`src/rtl/cla_wide_seq_if.sv`:
```
`default_nettype none
// ============================================================================
// cla_wide_seq_if : request/result bundle for the chunked CLA sequencer
// Revision: 1.0
// ============================================================================
interface cla_wide_seq_if #(
   parameter int WIDTH = 32
);
   logic             start;
   logic [WIDTH-1:0] a;
   logic [WIDTH-1:0] b;
   logic             sub;
   logic             cin;
   logic             busy;
   logic             done;
   logic [WIDTH-1:0] sum;
   logic             cout;
   logic             ovf;
   logic             zero;

   modport master (
      output start, a, b, sub, cin,
      input  busy, done, sum, cout, ovf, zero
   );

   modport slave (
      input  start, a, b, sub, cin,
      output busy, done, sum, cout, ovf, zero
   );
endinterface
`default_nettype wire

```
`src/rtl/cla_wide_seq.sv`:
```
`default_nettype none
// ============================================================================
// cla_wide_seq : WIDTH-bit add/sub through one CHUNK-bit CLA slice, LSB first
// Revision: 1.0
// ============================================================================
module cla_wide_seq #(
   parameter int WIDTH = 32,
   parameter int CHUNK = 8
) (
   input wire logic          clk,
   input wire logic          rst,
   cla_wide_seq_if.slave     bus
);

   localparam int N    = WIDTH / CHUNK;
   localparam int IDXW = (N > 1) ? $clog2(N) : 1;
   localparam int NG   = CHUNK / 4;
   localparam logic [IDXW-1:0] LAST_IDX = IDXW'(N - 1);

   typedef enum logic [0:0] {
      S_IDLE = 1'b0,
      S_RUN  = 1'b1
   } state_t;

   state_t           state_q, state_d;
   logic [IDXW-1:0]  idx_q, idx_d;
   logic [WIDTH-1:0] a_q, a_d;
   logic [WIDTH-1:0] b_q, b_d;
   logic             c_q, c_d;
   logic [WIDTH-1:0] sum_q, sum_d;
   logic             cout_q, cout_d;
   logic             ovf_q, ovf_d;
   logic             zero_q, zero_d;
   logic             done_q, done_d;

   logic [CHUNK-1:0] w_a_chunk, w_b_chunk;
   logic [CHUNK-1:0] w_p, w_g, w_s;
   logic             w_cout, w_cmsb_in, w_carry;
   logic [3:0]       w_p4, w_g4, w_c4;
   logic             w_bp, w_bg;

   assign w_a_chunk = a_q[idx_q*CHUNK +: CHUNK];
   assign w_b_chunk = b_q[idx_q*CHUNK +: CHUNK];
   assign w_p       = w_a_chunk ^ w_b_chunk;
   assign w_g       = w_a_chunk & w_b_chunk;

   // Lookahead inside each 4-bit group; block P/G carries hop between groups.
   always_comb begin
      w_s       = '0;
      w_cmsb_in = 1'b0;
      w_carry   = c_q;
      w_p4      = '0;
      w_g4      = '0;
      w_c4      = '0;
      w_bp      = 1'b0;
      w_bg      = 1'b0;
      for (int gi = 0; gi < NG; gi++) begin
         w_p4    = w_p[gi*4 +: 4];
         w_g4    = w_g[gi*4 +: 4];
         w_c4[0] = w_carry;
         w_c4[1] = w_g4[0] | (w_p4[0] & w_carry);
         w_c4[2] = w_g4[1] | (w_p4[1] & w_g4[0]) | (w_p4[1] & w_p4[0] & w_carry);
         w_c4[3] = w_g4[2] | (w_p4[2] & w_g4[1]) | (w_p4[2] & w_p4[1] & w_g4[0])
                 | (w_p4[2] & w_p4[1] & w_p4[0] & w_carry);
         w_bp    = &w_p4;
         w_bg    = w_g4[3] | (w_p4[3] & w_g4[2]) | (w_p4[3] & w_p4[2] & w_g4[1])
                 | (w_p4[3] & w_p4[2] & w_p4[1] & w_g4[0]);
         w_s[gi*4 +: 4] = w_p4 ^ w_c4;
         if (gi == NG - 1) begin
            w_cmsb_in = w_c4[3];
         end
         w_carry = w_bg | (w_bp & w_carry);
      end
      w_cout = w_carry;
   end

   always_comb begin
      state_d = state_q;
      idx_d   = idx_q;
      a_d     = a_q;
      b_d     = b_q;
      c_d     = c_q;
      sum_d   = sum_q;
      cout_d  = cout_q;
      ovf_d   = ovf_q;
      zero_d  = zero_q;
      done_d  = 1'b0;
      case (state_q)
         S_IDLE: begin
            if (bus.start) begin
               a_d     = bus.a;
               // Subtract as A + ~B + 1; cin then acts as an extra borrow.
               b_d     = bus.sub ? ~bus.b : bus.b;
               c_d     = bus.cin ^ bus.sub;
               idx_d   = '0;
               sum_d   = '0;
               cout_d  = 1'b0;
               ovf_d   = 1'b0;
               zero_d  = 1'b0;
               state_d = S_RUN;
            end
         end
         S_RUN: begin
            sum_d[idx_q*CHUNK +: CHUNK] = w_s;
            c_d   = w_cout;
            idx_d = idx_q + IDXW'(1);
            if (idx_q == LAST_IDX) begin
               cout_d  = w_cout;
               ovf_d   = w_cmsb_in ^ w_cout;
               zero_d  = (sum_d == '0);
               done_d  = 1'b1;
               idx_d   = '0;
               state_d = S_IDLE;
            end
         end
         default: state_d = S_IDLE;
      endcase
   end

   always_ff @(posedge clk) begin
      if (rst) begin
         state_q <= S_IDLE;
         idx_q   <= '0;
         a_q     <= '0;
         b_q     <= '0;
         c_q     <= 1'b0;
         sum_q   <= '0;
         cout_q  <= 1'b0;
         ovf_q   <= 1'b0;
         zero_q  <= 1'b0;
         done_q  <= 1'b0;
      end else begin
         state_q <= state_d;
         idx_q   <= idx_d;
         a_q     <= a_d;
         b_q     <= b_d;
         c_q     <= c_d;
         sum_q   <= sum_d;
         cout_q  <= cout_d;
         ovf_q   <= ovf_d;
         zero_q  <= zero_d;
         done_q  <= done_d;
      end
   end

   assign bus.busy = (state_q == S_RUN);
   assign bus.done = done_q;
   assign bus.sum  = sum_q;
   assign bus.cout = cout_q;
   assign bus.ovf  = ovf_q;
   assign bus.zero = zero_q;

endmodule
`default_nettype wire

```
`src/flat_wrapper.sv`:
```
// flat-port wrapper written by rule: the top's interface ports become plain ports
module cla_wide_seq_flat 
#(
   parameter int WIDTH = 32,
   parameter int CHUNK = 8
)
  (clk, rst, bus_start, bus_a, bus_b, bus_sub, bus_cin, bus_busy, bus_done, bus_sum, bus_cout, bus_ovf, bus_zero);
  cla_wide_seq_if #(.WIDTH(WIDTH)) bus_i ();
  input wire logic clk;
  input wire logic rst;
  input wire logic [$bits(bus_i.start)-1:0] bus_start;
  input wire logic [$bits(bus_i.a)-1:0] bus_a;
  input wire logic [$bits(bus_i.b)-1:0] bus_b;
  input wire logic [$bits(bus_i.sub)-1:0] bus_sub;
  input wire logic [$bits(bus_i.cin)-1:0] bus_cin;
  output wire logic [$bits(bus_i.busy)-1:0] bus_busy;
  output wire logic [$bits(bus_i.done)-1:0] bus_done;
  output wire logic [$bits(bus_i.sum)-1:0] bus_sum;
  output wire logic [$bits(bus_i.cout)-1:0] bus_cout;
  output wire logic [$bits(bus_i.ovf)-1:0] bus_ovf;
  output wire logic [$bits(bus_i.zero)-1:0] bus_zero;
  assign bus_i.start = bus_start;
  assign bus_i.a = bus_a;
  assign bus_i.b = bus_b;
  assign bus_i.sub = bus_sub;
  assign bus_i.cin = bus_cin;
  assign bus_busy = bus_i.busy;
  assign bus_done = bus_i.done;
  assign bus_sum = bus_i.sum;
  assign bus_cout = bus_i.cout;
  assign bus_ovf = bus_i.ovf;
  assign bus_zero = bus_i.zero;
  cla_wide_seq #(.WIDTH(WIDTH), .CHUNK(CHUNK)) u_core (.clk(clk), .rst(rst), .bus(bus_i));
endmodule
```
`config.mk`:
```
export PLATFORM = sky130hd
export DESIGN_NAME = cla_wide_seq_flat
export DESIGN_NICKNAME = d
export VERILOG_FILES = /design/src/rtl/cla_wide_seq_if.sv /design/src/rtl/cla_wide_seq.sv /design/src/flat_wrapper.sv
export SDC_FILE = /design/constraint.sdc
export NUM_CORES = 1
export LEC_CHECK = 0
export ABC_CLOCK_PERIOD_IN_PS = 7050
export BUFFER_PORTS_ARGS = -buffer_cell sky130_fd_sc_hd__buf_4
export CORE_UTILIZATION = 40
export DETAILED_ROUTE_END_ITERATION = 7
export SETUP_SLACK_MARGIN = 0.02
export SYNTH_ARGS = -nofsm -noshare
export SYNTH_HDL_FRONTEND = slang
export SYNTH_SLANG_ARGS = --single-unit
```
`constraint.sdc`:
```
create_clock -name clk -period 7.05 [get_ports clk]
set_input_delay 0.705 -clock clk [delete_from_list [all_inputs] [get_ports clk]]
set_output_delay 0.705 -clock clk [all_outputs]
set_load 0.05 [all_outputs]
```
# ---- Word level (Yosys, flattened, before mapping)
# Cells that the tools add are included.
dict set report word_totals {
  register_bits 104
  output_inout_bits 37
}
dict set report classes {
  add_sub_neg 2
  n_eq_ne 3
  n_shift 4
  muxes 20
  bitwise 58
  reduce_logical 6
}
# op count
set op_table {}
lappend op_table {{$mux W32} 2}
lappend op_table {{$pmux W32 S2} 1}
lappend op_table {{$shiftx A32 B6 Y8} 2}
lappend op_table {{$neg A5 Y34} 1}
lappend op_table {{$shift A8 B34 Y32 const A} 1}
lappend op_table {{$shiftx A8 B34 Y32} 1}
lappend op_table {{$bwmux W32} 1}
lappend op_table {{$logic_not A32 Y1} 1}
lappend op_table {{$not A32 Y32} 1}
lappend op_table {{$and A1 B1 Y1} 30}
lappend op_table {{$or A1 B1 Y1} 20}
lappend op_table {{$pmux W1 S2} 5}
lappend op_table {{$and A8 B8 Y8} 1}
lappend op_table {{$mux W1} 8}
lappend op_table {{$reduce_and A4 Y1} 2}
lappend op_table {{$xor A4 B4 Y4} 2}
lappend op_table {{$xor A8 B8 Y8} 1}
lappend op_table {{$mux W2} 2}
lappend op_table {{$ne A2 B2 Y1 const B} 2}
lappend op_table {{$pmux W2 S2} 1}
lappend op_table {{$reduce_and A2 Y1} 2}
lappend op_table {{$add A2 B1 Y2 const B} 1}
lappend op_table {{$eq A2 B2 Y1 const B} 1}
lappend op_table {{$reduce_or A2 Y1} 1}
lappend op_table {{2 further kinds} 3}

# ---- Depth between registers and ports, before layout
dict set report logic_depth {
  ltp_word 15
  mapped_depth 14
  mapped_depth_nobuf 12
}

# ---- Worst setup path before layout
# OpenSTA, ideal clock, no wires.
dict set report synth_timing {
  path_type {flip-flop to flip-flop}
  startpoint {register u_core.idx_q[0]}
  endpoint {register u_core.zero_q (netlist: u_core.bus.zero)}
  t_arrival_ps 3691
  t_required_ps 6981
  path_slack_ps 3290
  path_stages_with_launch 14
  path_buffers 2
  period_less_slack_ps 3760
  cell_sequence {dfxtp_1 > buf_2 > buf_2 > mux4_2 > ha_1 > and3_1 > o2bb2ai_1 > or2_2 > fa_1 > o31ai_1 > o21ai_0 > a211oi_2 > nand4b_1 > o21ai_1}
}
dict set report synth_between {
  elab_chain_len 15
  elab_cells_between_ends 57
  cone_classes {add/sub: 1; eq/ne: 2; shift: 4; mux: 3; bitwise: 44; reduce/logical: 3}
}
# element line
set synth_rtl {}
lappend synth_rtl {{from (decl)} cla_wide_seq.sv:26} ;# logic [IDXW-1:0] idx_q, idx_d;
lappend synth_rtl {{from (signal assigned)} cla_wide_seq.sv:134} ;# idx_q <= idx_d;
lappend synth_rtl {{$shiftx A32 B6 Y8 (on tied branches)} {cla_wide_seq.sv:42, cla_wide_seq.sv:43}}
lappend synth_rtl {{$xor A8 B8 Y8 / $and A8 B8 Y8 (equally long branches)} {cla_wide_seq.sv:44, cla_wide_seq.sv:45}}
lappend synth_rtl {{$and A1 B1 Y1 (on tied branches)} {cla_wide_seq.sv:66, cla_wide_seq.sv:67}}
lappend synth_rtl {{$or A1 B1 Y1 (tied with other cells)} cla_wide_seq.sv:66} ;# w_bg = w_g4[3] | (w_p4[3] & w_g4[2]) | (w_p4[3] & w_p4[2] & w_g4[1])
lappend synth_rtl {{$or A1 B1 Y1 / $and A1 B1 Y1 (equally long branches)} {cla_wide_seq.sv:66, cla_wide_seq.sv:67}}
lappend synth_rtl {{$or A1 B1 Y1} cla_wide_seq.sv:67} ;# | (w_p4[3] & w_p4[2] & w_p4[1] & w_g4[0]);
lappend synth_rtl {{$or A1 B1 Y1} cla_wide_seq.sv:72} ;# w_carry = w_bg | (w_bp & w_carry);
lappend synth_rtl {{$and A1 B1 Y1 (on tied branches)} {cla_wide_seq.sv:61, cla_wide_seq.sv:62, cla_wide_seq.sv:64}}
lappend synth_rtl {{$or A1 B1 Y1 (on tied branches)} {cla_wide_seq.sv:61, cla_wide_seq.sv:62, cla_wide_seq.sv:64}}
lappend synth_rtl {{$xor A4 B4 Y4} cla_wide_seq.sv:68} ;# w_s[gi*4 +: 4] = w_p4 ^ w_c4;
lappend synth_rtl {{$shiftx A8 B34 Y32} cla_wide_seq.sv:104} ;# sum_d[idx_q*CHUNK +: CHUNK] = w_s;
lappend synth_rtl {{$bwmux W32} cla_wide_seq.sv:104}
lappend synth_rtl {{$logic_not A32 Y1} cla_wide_seq.sv:110} ;# zero_d = (sum_d == '0);
lappend synth_rtl {{$mux W1} cla_wide_seq.sv:107} ;# if (idx_q == LAST_IDX) begin
lappend synth_rtl {{$pmux W1 S2} cla_wide_seq.sv:88} ;# case (state_q)
lappend synth_rtl {{to (signal assigned)} cla_wide_seq.sv:141} ;# zero_q <= zero_d;
lappend synth_rtl {{to (decl)} cla_wide_seq.sv:33} ;# logic zero_q, zero_d;
# Several ways; a longest one is shown, not always the timed one. The select of a mux whose other input is x is not followed.
# A chain may end at the register's enable or synchronous reset.

# ---- Worst setup path after layout
# Same ends and word-level chain as after synthesis.

==> results.txt <==
----------------------------------------------------
[STA]
  Relative max-transition margin ... about an eighth
  Fmax ... ~0.26 GHz
  Pins over their slew limit ... 0
  Unrepaired setup endpoints after global routing ... no
  Final period utilization ... between 50% and 60%
  Aggregate negative setup slack ... 0 ns
  Worst Setup Slack, final ... around 3.1 ns
  Smallest hold slack ... 0.457 ns
  Final setup fails ... 0
  Post-layout min period ... between 3 and 4 ns
  Post-route clock skew ... ~0.0063 ns
  Transition time at the pin with the least slew margin ... 1.30 ns
  Hold Vio Cnt, Final ... 0

[Final layout]
  Commonest cells after routing, fill and taps aside ... sky130_fd_sc_hd__buf_4, sky130_fd_sc_hd__dfxtp_1, sky130_fd_sc_hd__nand2_1
  Final core occ ... just over 50%
  Post-route insts no fill ... approximately 810
  Post-layout instance area ... just over 6000 sq um
  Final net count ... about 720
  Most common library cell in the layout ignoring fill and taps ... sky130_fd_sc_hd__buf_4
  Layout cells sized above 1 ... 23.6%
  Synthesis-to-finish area growth ... 23.1%
  Count of antenna diodes in the layout ... 0

[Power]
  Post-layout power ... roughly 1.5 mW
  IR Drop Worst-Case VDD ... 0.113 mV
  Pwr dens ... roughly 240 nW/um^2
  Leakage dissipation ... approximately 2.4 nW

[Synth]
  Yosys warning count ... 0
  Net count after synthesis ... about 650
  Post-Syn Area ... between 5000 and 6000 sq um
  Mean area per synthesized cell ... roughly 9 sq um
  Post-synth EDFFs ... 0
  Async S/R FF share, synth ... 0%
  Most frequently used flop master after synthesis ... sky130_fd_sc_hd__dfxtp_1
  FF+latch count, synth ... around 100
  Synthesized instance count ... between 500 and 600
  Part of the Yosys area used for sequential elements ... between 40 and 50%
  Number of distinct library cell variants in the gate-level netlist after synthesis ... 57

[Worst setup path]
  CP Launch Type ... flip-flop
  Type of the worst setup path ... reg2reg
  Critical Path Fanout Max ... 22
  Element type at the critical path end ... flip-flop
  Data required time at the worst endpoint ... 7.33 ns
  Largest incremental delay on the critical path ... 0.57 ns
  Internal reg-to-reg setup slack ... between 3 and 4 ns
  Worst-path cell chain ... buf_4, mux4_2, ha_1, a21oi_1, o2bb2ai_1, or2_2, fa_1, o31ai_1, o21ai_0, a211oi_2, nand4b_1, o21ai_1
  Slowest cell on the critical path ... sky130_fd_sc_hd__fa_1
  CP arrival ... roughly 4.2 ns

[Global route]
  Antenna violations before repair ... 0
  First-pass GRT wire length ... just over 20 mm
  Overall fraction of global-route tracks in use ... approximately a fifth
  Met3 usage in global routing ... approximately 3.7%
  Pin count of the biggest net entering global routing ... 110
  Overflow after GRT ... 0
  Routing layer with the top usage in global route ... met2
  Via count of the first global-routing pass ... 4089
  Met1 Usage GRT ... 25.5%
  Met2 Track Usage GR ... between 30% and 40%

[Detailed routing]
  DRC viols ... 0
  Post-DRT Antenna Nets ... 0
  Vias after detailed routing ... approximately 4300
  First drt pass iteration count ... 5
  Routed via count divided by cell count ... 5.25
  Routed length per instance ... roughly 16 microns
  Final wirelength ... between 10 and 15 mm
  Violation count after the first detailed-routing iteration ... 240

[Placement]
  Total placed cells including tap cells ... approximately 800
  Worst setup slack before clock tree synthesis ... 3.15 ns
  Buffers added on ports ... 105
  DP Area ... around 5900 sq um
  Routability Congestion ... about 0.85
  Sum of net half-perimeters after detailed placement ... about 9.4 mm

[Floorplan]
  Number of placement rows ... 40
  Initial Util ... between 40% and 50%
  Area of the placeable core ... around 12000 sq um
  Die Width ... approximately 110 microns
  Io pins ... 106
  Die boundary height ... around 110 microns
  Total Die Area ... 13100 sq um

[CTS]
  Clock latency on the worst-skew pair ... about 0.34 ns
  Hold-fix buffer count after cts ... 0
  Clock tree root driver cell ... sky130_fd_sc_hd__clkbuf_16
  Clock tree from TritonCTS ... yes
  Count of H-tree levels built during CTS ... 3
  TritonCTS sink count ... around 100
  Post-CTS setup buffer count ... 0
  Maximum root-to-sink buffer count ... 2
  CTS clock-pin slew for the worst setup and hold paths ... 0.07 ns
  Number of gates resized after cts ... 0
  Num CTS Buffers ... 9

[Hold path]
  Class of the most critical hold timing path ... reg2reg

[Outcome]
  Outcome ... finished clean

[Run]
  Number of max-cap violations ... 0

----------------------------------------------------
-- synth_stat cells (3+ instances only) --
cell	instances	area (sq um)
sky130_fd_sc_hd__dfxtp_1	104	2080
sky130_fd_sc_hd__xnor2_1	35	307
sky130_fd_sc_hd__clkbuf_1	25	93.8
sky130_fd_sc_hd__a22oi_1	16	120
sky130_fd_sc_hd__nand2_1	74	278
sky130_fd_sc_hd__nor2_1	71	267
sky130_fd_sc_hd__nor3b_1	4	30.0
sky130_fd_sc_hd__a21oi_1	53	265
sky130_fd_sc_hd__a32oi_1	9	78.8
sky130_fd_sc_hd__inv_1	13	48.8
sky130_fd_sc_hd__nand3_1	4	20.0
sky130_fd_sc_hd__mux4_2	16	360
sky130_fd_sc_hd__nand3b_1	6	45.0
sky130_fd_sc_hd__nor3_1	7	35.0
sky130_fd_sc_hd__buf_2	12	60.1
sky130_fd_sc_hd__nor4_1	4	25.0
sky130_fd_sc_hd__a31oi_1	3	18.8
sky130_fd_sc_hd__o21ai_0	5	25.0
sky130_fd_sc_hd__o31ai_1	7	52.6
sky130_fd_sc_hd__a211oi_1	33	248
sky130_fd_sc_hd__ha_1	14	175
sky130_fd_sc_hd__and2_1	4	25.0
-- power breakdown --
part / switching, mW / internal [mW]
sequential: 0.0214 / 0.620
combinational: 0.153 / 0.115
clock: 0.215 / 0.346
total: 0.389 / 1.08
-- final cells by class --
cell class / count / area (sq um)
flip-flops and latches: 104 / 2080
inverters: 13 / 48.8
well taps: 168 / 210
fillers: 1212 / 5940
clock inverters: 6 / 108
repair buffers: 109 / 818
clock buffers: 10 / 229
multi-input cells: 401 / 2730
-- worst max-delay path, delay by kind of cell (launching register included) --
kind / cells / cell delay [ns]
AND/OR/NAND/NOR: 2 / 0.41
multiplexers: 1 / 0.56
flip-flops: 1 / 0.40
buffers and inverters: 1 / 0.38
adder cells (fa/ha/maj): 2 / 0.94
AO/OA/AOI/OAI: 6 / 1.14
-- logic make-up (layout without fill, tap and decap cells) --
group / after synthesis / in the layout / synth area share (%)
simple gates: 189 / 189 / 16.8
compound gates: 140 / 140 / 18.4
fa+ha+maj: 16 / 16 / 4.26
xor+xnor: 38 / 38 / 6.73
mux: 18 / 18 / 7.62
buf+inv: 57 / 138 / 5.00
flops: 104 / 104 / 41.2
-- layer usage --
metal | vias up | wire length (microns) | share of wire [%]
li1 | 2153 | - | -
met1 | 1988 | 5670 | 44
met2 | 100 | 6470 | 50
met3 | 14 | 544 | 4.2
met4 | 0 | 172 | 1.3
met5 | - | 0 | 0
-- state kept, by name, indices dropped and copies added (netlist names) --
register / count
u_core.idx_q: 2
u_core.bus.sum: 32
u_core.bus.zero: 1
u_core.bus.cout: 1
u_core.bus.done: 1
u_core.c_q: 1
u_core.bus.busy: 1
u_core.bus.ovf: 1
u_core.a_q: 32
u_core.b_q: 32
-- worst paths after layout --
| check | to | from | cells after the start |
|---|---|---|---|
| max | u_core.bus.zero | u_core.idx_q[0] | 12 |
| min | u_core.a_q[0] | u_core.a_q[0] | 2 |
| max reg2reg | u_core.bus.zero | u_core.idx_q[0] | 12 |
| min reg2reg | u_core.a_q[0] | u_core.a_q[0] | 2 |
Power figures use the tool's default switching activity.
